==> src/rtl/life_draw_pkg.sv <==
// Shared types and sizing for the Game of Life board-draw sequencer.
package life_draw_pkg;

  localparam int ROW_W = 5;
  localparam int COL_W = 6;
  localparam int PIX_W = 5;

  localparam int DEF_COLS      = 40;
  localparam int DEF_ROWS      = 30;
  localparam int DEF_BLOCK_PIX = 16;

  typedef enum logic [2:0] {
    S_IDLE,
    S_CLR,
    S_FETCH,
    S_LOAD,
    S_DRAW,
    S_NEXT,
    S_DONE
  } state_t;

endpackage

==> src/rtl/life_draw_ctrl.sv <==
// Board-draw sequencer: fetches each row word, then loads and plots every cell
// as a 4x4 block. Counters and FSM live in one always_ff with registered outputs.
//
// state | meaning
// IDLE  | waiting for start; row/col hold the last frame's final cell
// CLR   | one cycle of life-score clear
// FETCH | row fetch request held until the memory acknowledges
// LOAD  | one cycle of datapath load strobes for the current cell
// DRAW  | BLOCK_PIX cycles of pixel-counter enable / plot
// NEXT  | advance column, row, or finish
// DONE  | one-cycle frame-complete pulse
module life_draw_ctrl
  import life_draw_pkg::*;
#(
  parameter int COLS      = DEF_COLS,
  parameter int ROWS      = DEF_ROWS,
  parameter int BLOCK_PIX = DEF_BLOCK_PIX
) (
  input  logic             clk,
  input  logic             reset_n,
  input  logic             start,
  output logic             busy,
  output logic             done,
  output logic             row_rd_req,
  input  logic             row_rd_ack,
  output logic [ROW_W-1:0] row_sel,
  output logic [COL_W-1:0] col_addr,
  output logic             ld_x,
  output logic             ld_y,
  output logic             ld_c,
  output logic             enable,
  output logic             plot,
  output logic             reset_score_n
);

  state_t           state;
  logic [PIX_W-1:0] pix;

  localparam logic [COL_W-1:0] COL_LAST = COL_W'(COLS - 1);
  localparam logic [ROW_W-1:0] ROW_LAST = ROW_W'(ROWS - 1);
  localparam logic [PIX_W-1:0] PIX_LAST = PIX_W'(BLOCK_PIX - 1);

  always_ff @(posedge clk) begin
    if (!reset_n) begin
      state         <= S_IDLE;
      pix           <= '0;
      busy          <= 1'b0;
      done          <= 1'b0;
      row_rd_req    <= 1'b0;
      row_sel       <= '0;
      col_addr      <= '0;
      ld_x          <= 1'b0;
      ld_y          <= 1'b0;
      ld_c          <= 1'b0;
      enable        <= 1'b0;
      plot          <= 1'b0;
      reset_score_n <= 1'b1;
    end else begin
      // Strobes are pulses; each transition below re-asserts what the next state needs.
      done          <= 1'b0;
      ld_x          <= 1'b0;
      ld_y          <= 1'b0;
      ld_c          <= 1'b0;
      enable        <= 1'b0;
      plot          <= 1'b0;
      reset_score_n <= 1'b1;

      case (state)
        S_IDLE: begin
          if (start) begin
            state         <= S_CLR;
            busy          <= 1'b1;
            reset_score_n <= 1'b0;
            row_sel       <= '0;
            col_addr      <= '0;
          end
        end

        S_CLR: begin
          state      <= S_FETCH;
          row_rd_req <= 1'b1;
        end

        S_FETCH: begin
          if (row_rd_ack) begin
            state      <= S_LOAD;
            row_rd_req <= 1'b0;
            ld_x       <= 1'b1;
            ld_y       <= 1'b1;
            ld_c       <= 1'b1;
          end
        end

        S_LOAD: begin
          state  <= S_DRAW;
          pix    <= '0;
          enable <= 1'b1;
          plot   <= 1'b1;
        end

        S_DRAW: begin
          if (pix == PIX_LAST) begin
            state <= S_NEXT;
          end else begin
            pix    <= pix + 1'b1;
            enable <= 1'b1;
            plot   <= 1'b1;
          end
        end

        S_NEXT: begin
          if (col_addr != COL_LAST) begin
            state    <= S_LOAD;
            col_addr <= col_addr + 1'b1;
            ld_x     <= 1'b1;
            ld_y     <= 1'b1;
            ld_c     <= 1'b1;
          end else if (row_sel != ROW_LAST) begin
            state      <= S_FETCH;
            col_addr   <= '0;
            row_sel    <= row_sel + 1'b1;
            row_rd_req <= 1'b1;
          end else begin
            state <= S_DONE;
            done  <= 1'b1;
          end
        end

        S_DONE: begin
          state <= S_IDLE;
          busy  <= 1'b0;
        end

        default: begin
          state      <= S_IDLE;
          busy       <= 1'b0;
          row_rd_req <= 1'b0;
        end
      endcase
    end
  end

endmodule

==> config.mk <==
export PLATFORM = sky130hd
export DESIGN_NAME = life_draw_ctrl
export DESIGN_NICKNAME = d
export VERILOG_FILES = /design/src/rtl/life_draw_pkg.sv /design/src/rtl/life_draw_ctrl.sv
export SDC_FILE = /design/constraint.sdc
export NUM_CORES = 1
export LEC_CHECK = 0
export CORE_MARGIN = 2
export CORE_UTILIZATION = 25
export CTS_CLUSTER_DIAMETER = 60
export DETAILED_ROUTE_END_ITERATION = 7
export SLEW_MARGIN = 20
export SYNTH_ARGS = -nofsm -noshare
export SYNTH_HDL_FRONTEND = slang
export SYNTH_SLANG_ARGS = --single-unit
==> constraint.sdc <==
create_clock -name clk -period 5.2 [get_ports clk]
set_input_delay 1.56 -clock clk [delete_from_list [all_inputs] [get_ports clk]]
set_output_delay 1.56 -clock clk [all_outputs]
set_load 0.02 [all_outputs]
**Word level (Yosys, flattened, before mapping)**

Index checks and enable logic that the tools add are counted.

- Add/sub/neg operators: 3
- Equal/unequal tests: 16
- Muxes and demuxes: 29
- Bitwise gates (word level): 4
- Reductions and logical operators: 13

Operators by type and width:

| cell | count |
|---|---|
| 5-bit two-way mux | 4 |
| 5-bit one-hot mux with 2 select lines | 2 |
| 6-bit two-way mux | 3 |
| 3-bit one-hot mux with 6 select lines | 1 |
| 3-bit two-way mux | 5 |
| 2-bit != test (second input constant) | 6 |
| 6-bit one-hot mux with 2 select lines | 1 |
| 5-bit by 1-bit adder with 5-bit output (second input constant) | 2 |
| 3-bit equality test (second input constant) | 3 |
| 1-bit two-way mux | 9 |
| 4-bit AND reduction | 2 |
| 6-bit by 1-bit adder with 6-bit output (second input constant) | 1 |
| 3-bit by 2-bit equality test with 1-bit output (second input constant) | 2 |
| 6-bit != test (second input constant) | 1 |
| 1-bit one-hot mux with 2 select lines | 3 |
| 2-bit AND reduction | 3 |
| 3-bit AND reduction | 2 |
| 5-bit by 4-bit equality test with 1-bit output (second input constant) | 1 |
| 5-bit != test (second input constant) | 1 |
| 5-bit OR reduction | 1 |
| 1-bit NOT | 4 |
| 1-bit one-hot mux with 4 select lines | 1 |
| 2-bit nonzero test | 2 |
| 4-bit OR reduction | 1 |
| 4 further kinds | 4 |

- Bits in registers: 25
- Input port bits: 4
- Output and inout port bits: 20
- Word-level logic and storage cells: 75

**Depth between registers and ports, before layout**

Gate-level depths: netlist of the first run.

- Depth in word-level cells: 4
- Mapped depth: 7

**Worst setup path before layout of the first run**

No wires, ideal clock.

- Path type: input port to flip-flop
- Start: input start
- End: register col_addr[1]
- Library setup time: 0.071 ns
- Arrival: 2.544 ns
- Slack: 2.585 ns
- Stages: 4
- Buffers on the path: 0
- Path through: nor3b_4 > nor4_2 > or4b_1 > a21oi_1

- Word-level cells in the longest chain between the ends: 2

Ends and longest elaborated chain:

| what | RTL line | source |
|---|---|---|
| start, declared | life_draw_ctrl.sv:21 | `input logic start,` |
| 2-bit != test (no line) | - |  |
| 3-bit AND reduction (no line) | - |  |
| end signal, assigned | life_draw_ctrl.sv:114 | `col_addr <= col_addr + 1'b1;` |
| end, declared | life_draw_ctrl.sv:27 | `output logic [COL_W-1:0] col_addr,` |

No other way between the ends.
A chain may end at the register's enable or synchronous reset.

**Worst setup path in the final report of the first run**

- Start: register col_addr[5]
- End: output col_addr[5]

No word-level cell between the ends.

==> flow_metrics.env, run 1 <==
export IMPL_seq_area_sq_um=500.5
export IMPL_synth_edff_count=0
export IMPL_fmax_mhz=325.7
export IMPL_fin_nets=171
export IMPL_status="completed"
export IMPL_routedWlPerCell_um=12.65
export IMPL_core_sq_mm=0.005075
export IMPL_antenna_found_initial=0
export IMPL_hold_viol=0
export IMPL_slowest_stage="clkdlybuf4s50_1"
export IMPL_die_y_um=76.32
export IMPL_setup_tns_ns=0
export IMPL_drt_total_wl_um=2922
export IMPL_crit_type="flip-flop to output port"
export IMPL_num_rows=26
export IMPL_ctsResizeCount=0
export IMPL_final_cell_mix="dfxtp_1 (25), clkdlybuf4s50_1 (23), nor2_1 (14)"
export IMPL_track_usage=0.1034
export IMPL_path_cells="clkdlybuf4s50_1"
export IMPL_finalPower_uw=377.4
export IMPL_rrSetupSlack_ns=3.29
export IMPL_drv_slew=0
export IMPL_fill_cells=547
export IMPL_power_frac_clock=0.323
export IMPL_cts_buffers=3
export IMPL_grt_pass1_vias=1046
export IMPL_ioPinCount=24
export IMPL_ys_types=47
export IMPL_fin_crit_sh=0.5904
export IMPL_grt_max_degree=21
export IMPL_yosys_warnings=0
export IMPL_antenna_diode_count=0
export IMPL_routabilityCongestion=0.7748
export IMPL_initial_core_util=0.2576
export IMPL_cts_max_level=1
export IMPL_cts_tree="done"
export IMPL_syn_area_sq_mm=0.001308
export IMPL_fin_skew_ns=0.0008089
export IMPL_p_leak_uw=0.0005218
export IMPL_die_w_um=76.32
export IMPL_slew_headroom=0.5699
export IMPL_firstDrtPassIters=4
export IMPL_synth_avg_cell_area_sq_um=9.208
export IMPL_cts_root_buf="clkbuf_8"
export IMPL_synth_ff_type="dfxtp_1"
export IMPL_irDropWorstVdd_v=0.0001642
export IMPL_multi_input_area_sq_um=716.9
export IMPL_power_share_switching=0.2753
export IMPL_ant_nets=0
export IMPL_endpoint_kind="output port"
export IMPL_required_ns=3.64
export IMPL_grt_pass1_wl_um=4878
export IMPL_start_kind="flip-flop"
export IMPL_rsz0062_at_grt="no"
export IMPL_synth_nets=151
export IMPL_drt_iter0_markers=56
export IMPL_synthArstFlopShare=0
export IMPL_max_cap_violations=0
export IMPL_path_clk_slew_ns=0.09
export IMPL_cts_buffer_depth=2
export IMPL_drive_gt1_frac=0.09317
export IMPL_seq_power_share=0.551
export IMPL_ys_seq_area_frac=0.3828
export IMPL_switchingPower_uw=103.9
export IMPL_worstPathMaxFanout=9
export IMPL_setup_viol=0
export IMPL_dp_hpwl_um=2101
export IMPL_mostFrequentLayoutCell="dfxtp_1"
export IMPL_intPower_uw=273.5
export IMPL_ctsHoldBuffers=0
export IMPL_ys_seq_elements=25
export IMPL_overflow=0
export IMPL_crit_buf_inv=1
export IMPL_worst_pin_slew_ns=0.6442
export IMPL_min_path_type="flip-flop to flip-flop"
export IMPL_utilization=0.3166
export IMPL_clk_insertion_delay_late_ns=0.27
export IMPL_cpPeakStageDelay_ns=0.68
export IMPL_finalCriticalPeriod_ns=3.070
export IMPL_pwr_density_cell_mw_per_mm2=234.9
export IMPL_worst_ep_arrival_time_ns=1.51
export IMPL_netlist_instances=142
export IMPL_drc_errors=0
export IMPL_dr_total_vias=1108
export IMPL_via_per_inst=4.797
export IMPL_cts_setup_buffers=0
export IMPL_die_area_sq_mm=0.005825
export IMPL_p_comb_frac=0.127
export IMPL_path_delay_family="buffers and inverters"
export IMPL_area_delta_synth_final_pct=22.87
export IMPL_port_buffers=23
export IMPL_cts_sinks=25
[metrics by stage]
| step | area (sq um) | hold slack [ns] | instances | setup slack, ns |
|---|---|---|---|---|
| final | 1607 | 0.4996 | 231 | 2.130 |
| after global routing | 1607 | 0.5214 | 231 | 2.079 |
| after CTS | 1607 | 0.5060 | 231 | 2.111 |
| after detailed placement | 1558 | 0.4906 | 227 | 1.946 |
| after global placement | 1558 | 0.4868 | 227 | 1.983 |
| after floorplan | 1308 | 0.4716 | 142 | 2.585 |
[power groups by stage]
stage               combinational, uW  sequential, uW  clock, uW
CTS                              48.3             208        125
global route                     52.6             209        138
detailed placement               48.0             212          0
global placement                 47.6             212          0
finish                           47.9             208        122
floorplan                        36.3             210          0
[logic make-up after synthesis]
kind of cell / count (synthesis) / share of synthesized area
adders and majority gates: 5 / 0.04785
DFF: 25 / 0.3828
buffers and inverters: 14 / 0.06889
and+or+nand+nor: 55 / 0.2593
muxes: 2 / 0.01531
AOI/OAI and AO/OA: 38 / 0.2057
xor gates and xnor gates: 3 / 0.02010
[sequential cells by signal (all words and copies together) (netlist names)]
name / count
done: 1
pix: 5
ld_c: 1
reset_score_n: 1
col_addr: 6
state: 3
row_sel: 5
busy: 1
row_rd_req: 1
plot: 1
[worst paths after layout]
| kind | from | to | cells after the start |
|---|---|---|---|
| min | row_sel[4] | row_sel[4] | 2 |
| max | col_addr[5] | col_addr[5] | 1 |
| min reg2reg | row_sel[4] | row_sel[4] | 2 |
| max reg2reg | pix[0] | pix[1] | 7 |
[Yosys cell counts, types with 4 or more instances]
| library cell | number | area, sq um |
|---|---|---|
| a21oi_1 | 9 | 45.04 |
| o21ai_0 | 8 | 40.04 |
| a31oi_1 | 5 | 31.28 |
| nor2_1 | 14 | 52.55 |
| nand3_1 | 7 | 35.03 |
| or4_1 | 4 | 30.03 |
| nand2_1 | 8 | 30.03 |
| inv_1 | 5 | 18.77 |
| ha_1 | 5 | 62.56 |
| dfxtp_1 | 25 | 500.5 |
[final cells by class]
cell class                 count  area share
multi-input combinational    103      0.4463
clock inverter                 1    0.004673
inverter                       6     0.01402
sequential                    25      0.3115
tap                           70     0.05452
clock buffer                   3     0.02570
timing repair buffer          23      0.1433
[metal layers]
layer | vias to the layer above | global-route usage | share of wire
met3 | 2 | 0.03199 | 0.044
met4 | 0 | 0.02182 | 0.0062
met5 | - | 0 | 0
li1 | 564 | - | -
met1 | 522 | 0.1330 | 0.50
met2 | 20 | 0.1708 | 0.45
Note: power is estimated with default switching activity, not from simulation.
==> inputs of run 2 (changes only) <==
clock period = 3 ns   (was 5.2 ns; I/O delays follow)
==> run 2 against run 1 <==
Compared with the run above:
- setup slack got worse by 1.5 ns
- sequential share of layout area fell by 0.073 points
- via count is 0.36% lower
- non-clock buffer count increased by 1
- cell count up 0.43%
- total power grew 71%
- clock power up 65%
- combinational power grew 75%
- cell area up 0.23%
- core utilization is 0.074 points higher
- largest cell class unchanged
- largest power group unchanged
- highest routed layer unchanged
==> flow_metrics.env, run 2 (synthesis results as in run 1) <==
export IMPL_status="completed"
export IMPL_worst_pin_slew_ns=0.6625
export IMPL_fin_skew_ns=0.008597
export IMPL_worst_ep_arrival_time_ns=1.51
export IMPL_die_area_sq_mm=0.005825
export IMPL_crit_type="flip-flop to output port"
export IMPL_firstDrtPassIters=4
export IMPL_final_cell_mix="dfxtp_1 (25), clkdlybuf4s50_1 (23), nor2_1 (14)"
export IMPL_antenna_diode_count=0
export IMPL_worstPathMaxFanout=9
export IMPL_cts_sinks=25
export IMPL_max_cap_violations=0
export IMPL_cpPeakStageDelay_ns=0.68
export IMPL_cts_buffers=3
export IMPL_core_sq_mm=0.005075
export IMPL_cts_max_level=1
export IMPL_finalWorstSetupSlack_ns=0.5893
export IMPL_dp_hpwl_um=2040
export IMPL_path_clk_slew_ns=0.09
export IMPL_setup_viol=0
export IMPL_cts_tree="done"
export IMPL_crit_buf_inv=1
export IMPL_num_rows=26
export IMPL_die_y_um=76.32
export IMPL_fmax_mhz=414.8
export IMPL_port_buffers=23
export IMPL_path_cells="clkdlybuf4s50_1"
export IMPL_antenna_found_initial=0
export IMPL_grt_pass1_vias=1055
export IMPL_clk_insertion_delay_late_ns=0.27
export IMPL_drive_gt1_frac=0.09259
export IMPL_via_per_inst=4.759
export IMPL_fin_crit_sh=0.8036
export IMPL_ctsHoldBuffers=0
export IMPL_regMostFlops="col_addr"
export IMPL_fin_nets=172
export IMPL_setup_tns_ns=0
export IMPL_irDropWorstVdd_v=0.0001979
export IMPL_drc_errors=0
export IMPL_die_w_um=76.32
export IMPL_path_delay_family="buffers and inverters"
export IMPL_fill_cells=557
export IMPL_largest_registers="col_addr x6, pix x5, row_sel x5"
export IMPL_drt_iter0_markers=55
export IMPL_grt_pass1_wl_um=4961
export IMPL_overflow=0
export IMPL_ant_nets=0
export IMPL_rsz0062_at_grt="no"
export IMPL_largest_register_ffs=6
export IMPL_drt_total_wl_um=2904
export IMPL_required_ns=2.10
export IMPL_slew_headroom=0.5577
export IMPL_mostFrequentLayoutCell="dfxtp_1"
export IMPL_grt_max_degree=21
export IMPL_drv_slew=0
export IMPL_dr_total_vias=1104
export IMPL_pwr_density_cell_mw_per_mm2=400.7
export IMPL_cts_buffer_depth=2
export IMPL_area_delta_synth_final_pct=23.16
export IMPL_initial_core_util=0.2576
export IMPL_start_kind="flip-flop"
export IMPL_endpoint_kind="output port"
export IMPL_instances_no_fill=232
export IMPL_cts_setup_buffers=0
export IMPL_min_path_type="flip-flop to flip-flop"
export IMPL_p_leak_uw=0.0005277
export IMPL_cts_root_buf="clkbuf_8"
export IMPL_ioPinCount=24
export IMPL_slowest_stage="clkdlybuf4s50_1"
export IMPL_dp_cells=228
export IMPL_finalCriticalPeriod_ns=2.411
export IMPL_routabilityCongestion=0.7726
export IMPL_track_usage=0.1026
export IMPL_routedWlPerCell_um=12.52
export IMPL_ctsResizeCount=0
export IMPL_seq_area_sq_um=500.5
export IMPL_place_ws_ns=0.4584
export IMPL_multi_input_area_sq_um=716.9
export IMPL_hold_viol=0
==> run 2: cell types whose count changed in the layout (fill, tap and decap cells not counted) <==
cell,before,now
buf_4,0,1
clkbuf_1,0,1
clkinvlp_4,1,0
==> run 2: per-stage QoR <==
step | power [uW] | hold slack (ns) | instance area [sq um] | utilization
final | 645.2 | 0.5008 | 1610 | 0.3173
after global routing | 679.3 | 0.5306 | 1610 | 0.3173
after CTS | 653.0 | 0.5077 | 1610 | 0.3173
after detailed placement | 452.1 | 0.4893 | 1565 | 0.3084
after global placement | 451.6 | 0.4869 | 1565 | 0.3084
after floorplan | 427.1 | 0.4716 | 1308 | -
==> run 2: worst reg2reg max path: cells and delay by family (launching register included) <==
family	cells	cell delay (ns)
flip-flops	1	0.34
XOR/XNOR	1	0.16
adder cells (fa/ha/maj)	2	0.42
AND/OR/NAND/NOR	4	0.89
==> run 2: path summary, 6_finish.rpt <==
| path | to | startpoint | slack, ns | cells past startpoint |
|---|---|---|---|---|
| worst max register to register | pix[3] | pix[0] | 1.10 | 7 |
| worst min register to register | busy | busy | 0.50 | 2 |
| worst min-delay path | busy | busy | 0.50 | 2 |
| worst max-delay path | col_addr[5] | col_addr[5] | 0.59 | 1 |
==> run 2: final cells by class <==
| class | instances | share of cell area |
|---|---|---|
| well taps | 70 | 0.05439 |
| inverters | 6 | 0.01399 |
| repair buffers | 24 | 0.1476 |
| multi-input cells | 103 | 0.4452 |
| flip-flops and latches | 25 | 0.3108 |
| clock buffers | 4 | 0.02797 |
==> run 2: routing by layer <==
metal	GRT usage	up-vias	part of all wire
li1	-	567	-
met1	0.1467	514	0.53
met2	0.1540	21	0.43
met3	0.03199	2	0.040
met4	0.01636	0	0.0055
met5	0	-	0
==> run 2: where the power goes <==
part	total (uW)	internal [uW]	switching [uW]
logic	83.9	38.1	45.8
clock network	201	94.9	106
registers	360	342	18.0
total	645	476	170
==> inputs of run 3 (changes only) <==
clock period = 2.35 ns   (was 3 ns; I/O delays follow)
==> run 3 against run 2 <==
Compared with the run above:
- count of clock-buffer cells in the layout decreased by 1
- clock skew decreased by 0.0020 ns
- non-clock buffer count increased by 4
- via count increased by 1.6%
- first-iteration DRC count increased by 11%
- sequential power increased by 28%
- clock power increased by 33%
- cell count increased by 1.7%
- critical path depth unchanged
- routed wire length increased by 0.41%
==> flow_metrics.env, run 3 (synthesis results as in run 1) <==
export IMPL_largest_registers="col_addr x6, pix x5, row_sel x5"
export IMPL_routedWlPerCell_um=12.36
export IMPL_p_leak_uw=0.0005464
export IMPL_finalCriticalPeriod_ns=2.205
export IMPL_drt_iter0_markers=61
export IMPL_drt_total_wl_um=2916
export IMPL_largest_register_ffs=6
export IMPL_port_buffers=23
export IMPL_antenna_found_initial=0
export IMPL_initial_core_util=0.2576
export IMPL_ctsHoldBuffers=0
export IMPL_path_cells="clkdlybuf4s50_1"
export IMPL_drv_slew=0
export IMPL_cts_max_level=1
export IMPL_core_sq_mm=0.005075
export IMPL_fin_skew_ns=0.006591
export IMPL_rsz0062_at_grt="no"
export IMPL_endpoint_kind="output port"
export IMPL_ioPinCount=24
export IMPL_holdWs_ns=0.5131
export IMPL_mostFrequentLayoutCell="dfxtp_1"
export IMPL_ctsResizeCount=0
export IMPL_worstPathMaxFanout=9
export IMPL_crit_buf_inv=1
export IMPL_fin_crit_sh=0.9381
export IMPL_cts_root_buf="clkbuf_8"
export IMPL_status="completed"
export IMPL_dr_total_vias=1122
export IMPL_clk_insertion_delay_late_ns=0.27
export IMPL_setup_tns_ns=0
export IMPL_cts_buffer_depth=2
export IMPL_cts_sinks=25
export IMPL_cpPeakStageDelay_ns=0.68
export IMPL_grt_max_degree=21
export IMPL_num_rows=26
export IMPL_hold_viol=0
export IMPL_path_clk_slew_ns=0.09
export IMPL_regMostFlops="col_addr"
export IMPL_die_y_um=76.32
export IMPL_ant_nets=0
export IMPL_required_ns=1.64
export IMPL_grt_pass1_wl_um=4995
export IMPL_pwr_density_cell_mw_per_mm2=510.2
export IMPL_worst_ep_arrival_time_ns=1.50
export IMPL_cts_setup_buffers=0
export IMPL_slew_headroom=0.5545
export IMPL_area_delta_synth_final_pct=25.74
export IMPL_cts_buffers=3
export IMPL_dp_hpwl_um=2110
export IMPL_antenna_diode_count=0
export IMPL_cts_tree="done"
export IMPL_final_cell_mix="dfxtp_1 (25), clkdlybuf4s50_1 (23), nor2_1 (14)"
export IMPL_grt_pass1_vias=1070
export IMPL_fin_nets=176
export IMPL_irDropWorstVdd_v=0.0003230
export IMPL_track_usage=0.1045
export IMPL_setup_viol=0
export IMPL_min_path_type="flip-flop to flip-flop"
export IMPL_via_per_inst=4.754
export IMPL_slowest_stage="clkdlybuf4s50_1"
export IMPL_start_kind="flip-flop"
export IMPL_die_area_sq_mm=0.005825
export IMPL_crit_type="flip-flop to output port"
export IMPL_utilization=0.3240
export IMPL_path_delay_family="buffers and inverters"
export IMPL_max_cap_violations=0
export IMPL_overflow=0
export IMPL_drc_errors=0
export IMPL_drive_gt1_frac=0.1205
export IMPL_worst_pin_slew_ns=0.6674
export IMPL_routabilityCongestion=0.7608
export IMPL_fmax_mhz=453.6
export IMPL_die_w_um=76.32
export IMPL_firstDrtPassIters=4
## run 3: report_power, final
group	internal (uW)	leakage, uW	switching (uW)	total, uW
combinational	52.7	0.000322	58.8	112
sequential	437	0.000203	23.2	460
clock	120	0.0000217	146	267
## run 3: path summary, 6_finish.rpt
check | endpoint | start | slack, ns | cells after the start
max | col_addr[5] | col_addr[5] | 0.15 | 1
min | busy | busy | 0.51 | 2
max reg2reg | pix[1] | pix[0] | 0.45 | 7
min reg2reg | busy | busy | 0.51 | 2
## run 3: stage by stage
stage	power, uW	area (sq um)	setup WS [ns]	instances
2_1_floorplan	545.3	1308	0.5304	142
3_3_place_gp	581.8	1595	0.009113	232
3_5_place_dp	581.9	1595	0.01490	232
4_1_cts	849.8	1644	0.1364	236
5_1_grt	882.1	1644	0.07627	236
6_report	838.8	1644	0.1455	236
## run 3: cell type report
cell class	count	area [sq um]
Clock buffer	3	41.29
Clock inverter	1	7.507
Fill cell	565	3431
Inverter	6	22.52
Multi-Input combinational cell	103	716.9
Sequential cell	25	500.5
Tap cell	70	87.58
Timing Repair Buffer	28	267.8
## run 3: routing by layer
metal / vias to the layer above / track usage / wire, um
li1: 569 / - / -
met1: 521 / 0.1449 / 1457
met2: 28 / 0.1602 / 1274
met3: 4 / 0.02844 / 158
met4: 0 / 0.02727 / 25
met5: - / 0 / 0
